File: config.mk
export PLATFORM = sky130hd
export DESIGN_NAME = cursor_paleta_dp
export DESIGN_NICKNAME = d
export VERILOG_FILES = /design/src/rtl/cursor_paleta_dp.sv
export SDC_FILE = /design/constraint.sdc
export NUM_CORES = 1
export LEC_CHECK = 0
export ABC_AREA = 1
export BUFFER_PORTS_ARGS = -buffer_cell sky130_fd_sc_hd__buf_2
export CAP_MARGIN = 10
export CORE_ASPECT_RATIO = 0.7
export CORE_MARGIN = 1
export CORE_UTILIZATION = 64
export CTS_CLUSTER_SIZE = 30
export DETAILED_ROUTE_END_ITERATION = 10
export PLACE_DENSITY = 0.95
export SYNTH_ARGS = -nofsm -noshare
export SYNTH_HDL_FRONTEND = slang
export SYNTH_SLANG_ARGS = --single-unit
export TNS_END_PERCENT = 100
File: constraint.sdc
create_clock -name clk -period 4.2 [get_ports clk]
set_input_delay 0.84 -clock clk [delete_from_list [all_inputs] [get_ports clk]]
set_output_delay 0.84 -clock clk [all_outputs]
set_load 0.02 [all_outputs]
File: src/rtl/cursor_paleta_dp.sv
// Palette-cursor datapath: cursor coordinates, side counter C, white/black
// blink timers and a one-pixel-per-cycle frame-buffer write port.
module cursor_paleta_dp #(
  parameter int COORD_W  = 6,
  parameter int X0       = 2,
  parameter int Y0       = 58,
  parameter int PAL_STEP = 8,
  parameter int BLINK_W  = 24,
  parameter int T_WHITE  = 6000000,
  parameter int T_BLACK  = 6000000
) (
  input  logic                   clk,
  input  logic                   rst,
  input  logic [2:0]             pal_sel,
  input  logic                   out_rst,
  input  logic                   rst_cont,
  input  logic                   plus,
  input  logic                   sum,
  input  logic                   Change_X,
  input  logic                   Change_Y,
  input  logic                   paint,
  input  logic [7:0]             px_data,
  input  logic                   Contar_Blanco_S,
  input  logic                   Contar_Negro_S,
  output logic [2:0]             C,
  output logic                   CB,
  output logic                   CN,
  output logic                   wr_en,
  output logic [2*COORD_W-1:0]   wr_addr,
  output logic [7:0]             wr_data
);

  localparam logic [COORD_W-1:0] X_ORG  = COORD_W'(X0);
  localparam logic [COORD_W-1:0] Y_ORG  = COORD_W'(Y0);
  localparam logic [BLINK_W-1:0] W_LAST = BLINK_W'(T_WHITE - 1);
  localparam logic [BLINK_W-1:0] B_LAST = BLINK_W'(T_BLACK - 1);

  typedef enum logic {COUNT = 1'b0, DONE = 1'b1} blink_t;

  logic [COORD_W-1:0] x, y, x_load;
  logic [31:0]        load_full;
  logic [BLINK_W-1:0] wcnt, wcnt_next, bcnt, bcnt_next;
  blink_t             w_state, w_next, b_state, b_next;

  // Origin of the selected swatch's square; wraps to the coordinate width.
  always_comb begin
    load_full = 32'(X0) + 32'(pal_sel) * 32'(PAL_STEP);
    x_load    = load_full[COORD_W-1:0];
  end

  // Cursor coordinates; a load wins over any move in the same cycle.
  always_ff @(posedge clk or negedge rst) begin
    if (!rst) begin
      x <= X_ORG;
      y <= Y_ORG;
    end else if (out_rst) begin
      x <= x_load;
      y <= Y_ORG;
    end else begin
      if (Change_X) x <= sum ? x + {{(COORD_W-1){1'b0}}, 1'b1} : x - {{(COORD_W-1){1'b0}}, 1'b1};
      if (Change_Y) y <= sum ? y + {{(COORD_W-1){1'b0}}, 1'b1} : y - {{(COORD_W-1){1'b0}}, 1'b1};
    end
  end

  // Side counter, saturating at 7.
  always_ff @(posedge clk or negedge rst) begin
    if (!rst) begin
      C <= 3'd0;
    end else if (out_rst || rst_cont) begin
      C <= 3'd0;
    end else if (plus && (C != 3'd7)) begin
      C <= C + 3'd1;
    end
  end

  // Write port: captures pre-move coordinates, address/data hold when idle.
  always_ff @(posedge clk or negedge rst) begin
    if (!rst) begin
      wr_en   <= 1'b0;
      wr_addr <= '0;
      wr_data <= 8'd0;
    end else begin
      wr_en <= paint;
      if (paint) begin
        wr_addr <= {y, x};
        wr_data <= px_data;
      end
    end
  end

  // Blink phase state and counters.
  always_ff @(posedge clk or negedge rst) begin
    if (!rst) begin
      w_state <= COUNT;
      b_state <= COUNT;
      wcnt    <= '0;
      bcnt    <= '0;
    end else begin
      w_state <= w_next;
      b_state <= b_next;
      wcnt    <= wcnt_next;
      bcnt    <= bcnt_next;
    end
  end

  // White phase next state: counts enabled cycles until the terminal value.
  always_comb begin
    w_next    = w_state;
    wcnt_next = wcnt;
    if (out_rst) begin
      w_next    = COUNT;
      wcnt_next = '0;
    end else begin
      case (w_state)
        COUNT: begin
          if (Contar_Blanco_S) begin
            if (wcnt == W_LAST) begin
              w_next    = DONE;
              wcnt_next = '0;
            end else begin
              wcnt_next = wcnt + {{(BLINK_W-1){1'b0}}, 1'b1};
            end
          end else begin
            wcnt_next = wcnt;
          end
        end
        DONE:    w_next = DONE;
        default: w_next = COUNT;
      endcase
    end
  end

  // Black phase next state, same scheme as white.
  always_comb begin
    b_next    = b_state;
    bcnt_next = bcnt;
    if (out_rst) begin
      b_next    = COUNT;
      bcnt_next = '0;
    end else begin
      case (b_state)
        COUNT: begin
          if (Contar_Negro_S) begin
            if (bcnt == B_LAST) begin
              b_next    = DONE;
              bcnt_next = '0;
            end else begin
              bcnt_next = bcnt + {{(BLINK_W-1){1'b0}}, 1'b1};
            end
          end else begin
            bcnt_next = bcnt;
          end
        end
        DONE:    b_next = DONE;
        default: b_next = COUNT;
      endcase
    end
  end

  assign CB = (w_state == DONE);
  assign CN = (b_state == DONE);

endmodule

==> results.py <==
metrics = {
    "worst_setup_path": {
        "required_ps": 4420,
        "crit_start": "out_rst",
        "startpoint_type": "input pin",
        "reg2reg_to": "wcnt[10]$_DFFE_PN0P_",
        "critPathKind": "input pin to register",
        "cp_cell_sequence": "buf_2 -> inv_2 -> nand2_1 -> inv_2 -> nor3_1 -> xor2_1 -> nor2_1",
        "crit_path_end_kind": "register",
        "critical-path-max-stage-delay_ps": 360,
        "slowest_stage": "nand2_1",
        "reg2reg_depth": 8,
        "r2r-start": "wcnt[0]$_DFFE_PN0P_",
        "cp_common_cell": "inv_2",
        "worstPathArrival_ps": 2600,
        "rrSetupSlack_ps": 2150,
        "crit_fanout": 22,
    },
    "yosys": {
        "synth_commonest_cells": "189 x nand2_1, 111 x nor2_1, 81 x dfrtp_1",
        "synthDominantCellAreaShare_pct": 39.8,
        "synth_area_sq_um": 5090,
        "synthMostInstantiatedCell": "nand2_1",
        "ys_seq_area_share_pct": 42.4,
        "synth.avg_cell_area_sq_um": 7.50,
        "synth.area.top_cells": "dfrtp_1 40%, nand2_1 14%, nor2_1 8.2%, inv_1 5.3%, mux2_2 4.4%",
        "synthesis.nets": 714,
        "synthFlopType": "dfrtp_1",
        "synthArstFlopShare_pct": 100,
        "ys_warn_count": 0,
        "synthDistinctLibCells": 31,
        "synth_edf_count": 0,
        "ys_seq_elements": 86,
        "yosysTopAreaCell": "dfrtp_1",
        "synthCells": 678,
    },
    "timing": {
        "skew_ps": 5.77,
        "fmax_mhz": 420,
        "finalSetupViolCount": 0,
        "drv_slew": 0,
        "setup_tns_ps": 0,
        "finalHoldViolCount": 0,
        "timing.slew.headroom_pct": 27.4,
        "worst_pin_slew_ps": 1090,
        "fin_crit_sh_pct": 56.7,
        "period_minus_slack_ps": 2380,
        "rsz0062_at_grt": "false",
    },
    "clocking": {
        "cts.repair.resized": 0,
        "numCtsBuffers": 9,
        "cts.htree.levels": 3,
        "holdBufCountCts": 0,
        "clock_latency_ps": 350,
        "clockRootBuffer": "clkbuf_16",
        "clkTransAtPathRegs_ps": 60,
        "tritoncts": "done",
        "post_cts.repair.setup_buffers": 0,
        "cts_sinks": 86,
        "cts_max_path_buffers": 2,
    },
    "power": {
        "p_int_mw": 1.45,
        "power.density_nw_per_um2": 363,
        "ir_drop_mv": 0.340,
        "p_sw_share_pct": 29.7,
        "combPwrFrac_pct": 15.4,
        "seq_power_share_pct": 46.0,
        "p_switching_uw": 612,
        "leakage_nw": 2.57,
        "clkPwrFrac_pct": 38.6,
    },
    "drt": {
        "via_per_inst": 5.75,
        "drtAntennaViolNets": 0,
        "wire_per_inst_um": 16.1,
        "route.detailed.drc": 0,
        "routed_wl_um": 13300,
        "vias": 4746,
        "drt_iter0_markers": 367,
        "drt_pass1_iterations": 5,
    },
    "placed_design": {
        "place.gp.congestion": 0.979,
        "port_buffers": 47,
        "dp_hpwl_um": 9520,
    },
    "floorplanning": {
        "core_area_sq_um": 7480,
        "placementRows": 26,
        "ioPinCount": 48,
        "die_y_um": 76.6,
        "die_x_um": 109,
        "start_util_pct": 68.0,
        "dieArea_sq_um": 8320,
    },
    "min_path": {
        "worstHoldStart": "wr_data[7]$_DFFE_PN0P_",
        "hold_class": "register to register",
        "hold_depth": 1,
        "min_to": "wr_data[7]$_DFFE_PN0P_",
    },
    "grt": {
        "grt.overflow.total": 0,
        "grt_pass1_wl_um": 22200,
        "first_global_vias": 4446,
        "grt.total_usage_pct": 35.1,
        "antenna_found_initial": 0,
        "grt_max_degree": 87,
    },
    "finish": {
        "layout.nets": 759,
        "final_core_util_pct": 75.8,
        "area_growth_pct": 11.5,
        "antenna_cells": 0,
        "layout-drive-gt1-share_pct": 14.6,
        "fillers": 525,
    },
    "run_status": {
        "status": "completed",
    },
    "run": {
        "maxCapViolCount": 0,
    },
}
-- layout make-up --
cell class / instances / area [sq um] / share of cell area (%)
multi-input cells: 505 / 2580 / 45.5
flip-flops and latches: 86 / 2160 / 38.1
inverters: 74 / 278 / 4.90
clock buffers: 11 / 253 / 4.46
repair buffers: 47 / 238 / 4.19
well taps: 98 / 123 / 2.16
clock inverters: 5 / 40.0 / 0.706
-- power groups by stage --
stage | Combinational [mW] | Clock, mW | Sequential, mW
after floorplan | 0.172 | 0 | 0.982
after global placement | 0.286 | 0 | 0.953
after detailed placement | 0.308 | 0 | 0.957
after CTS | 0.316 | 0.795 | 0.945
after global routing | 0.348 | 0.832 | 0.952
final | 0.318 | 0.794 | 0.947
-- critical path, delay by kind of cell --
kind                      cells  cell delay, ps
xor gates and xnor gates      1             170
and+or+nand+nor               3             730
buffers and inverters         3             850
-- sequential cells by signal, indices dropped and copies added (netlist names) --
name     cells
bcnt        24
wcnt        24
wr_addr     12
wr_data      8
x            6
y            6
C            3
CB           1
CN           1
wr_en        1
-- per-stage QoR --
step	hold WS (ps)	worst slack, ps	cells	area [sq um]	power [mW]
detailed placement	489	1520	810	5380	1.27
CTS	502	1880	826	5670	2.06
floorplan	469	2200	678	5090	1.15
finish	508	1820	826	5670	2.06
global route	523	1660	826	5670	2.13
global placement	483	1630	810	5380	1.24
-- how the worst max path moves through the flow --
| stage | end | slack, ps |
|---|---|---|
| 6_report | wcnt[7]$_DFFE_PN0P_ | 1820 |
| 3_3_place_gp | wcnt[7]$_DFFE_PN0P_ | 1630 |
| 5_1_grt | wcnt[7]$_DFFE_PN0P_ | 1660 |
| 3_5_place_dp | wcnt[12]$_DFFE_PN0P_ | 1520 |
| 2_1_floorplan | x[5]$_DFFE_PN0P_ | 2200 |
| 4_1_cts | wcnt[7]$_DFFE_PN0P_ | 1880 |
-- routing by layer --
layer  track usage (%)  vias up  routed length, um
met4              9.32        0                225
met1              52.4     2199               6000
met2              50.9      264               5780
met3              8.73       27               1320
met5                 0        -                  0
li1                  -     2256                  -
-- placed cells by master (no fill, tap or decap) --
cell and instances:
inv_1 72, inv_2 2, dfstp_2 5, nor2_2 7
o21ai_1 4, a22oi_1 3, inv_6 2, buf_2 46
xnor2_1 7, mux2_2 20, a21oi_1 17, nand2_2 4
nand3_2 2, xor2_1 19, nand2_1 189, nand3_1 42
nor2_1 111, nand4_1 17, o22ai_1 1, clkbuf_16 9
o21bai_1 4, clkbuf_8 2, nand3b_1 2, nor2_4 2
a21o_1 1, clkinvlp_4 3, nor3_1 11, ha_1 12
o21ai_2 1, o21ai_0 27, buf_4 1, dfrtp_1 81
fa_1 2
-- kinds of logic after synthesis --
group,after synthesis,share of synthesized area [%]
adder cells (fa/ha/maj),14,3.74
flip-flops,86,42.4
AO/OA/AOI/OAI,58,6.20
multiplexers,20,4.43
XOR/XNOR,26,4.48
buffers and inverters,87,6.81
AND/OR/NAND/NOR,387,31.9
Power figures use the tool's default switching activity.
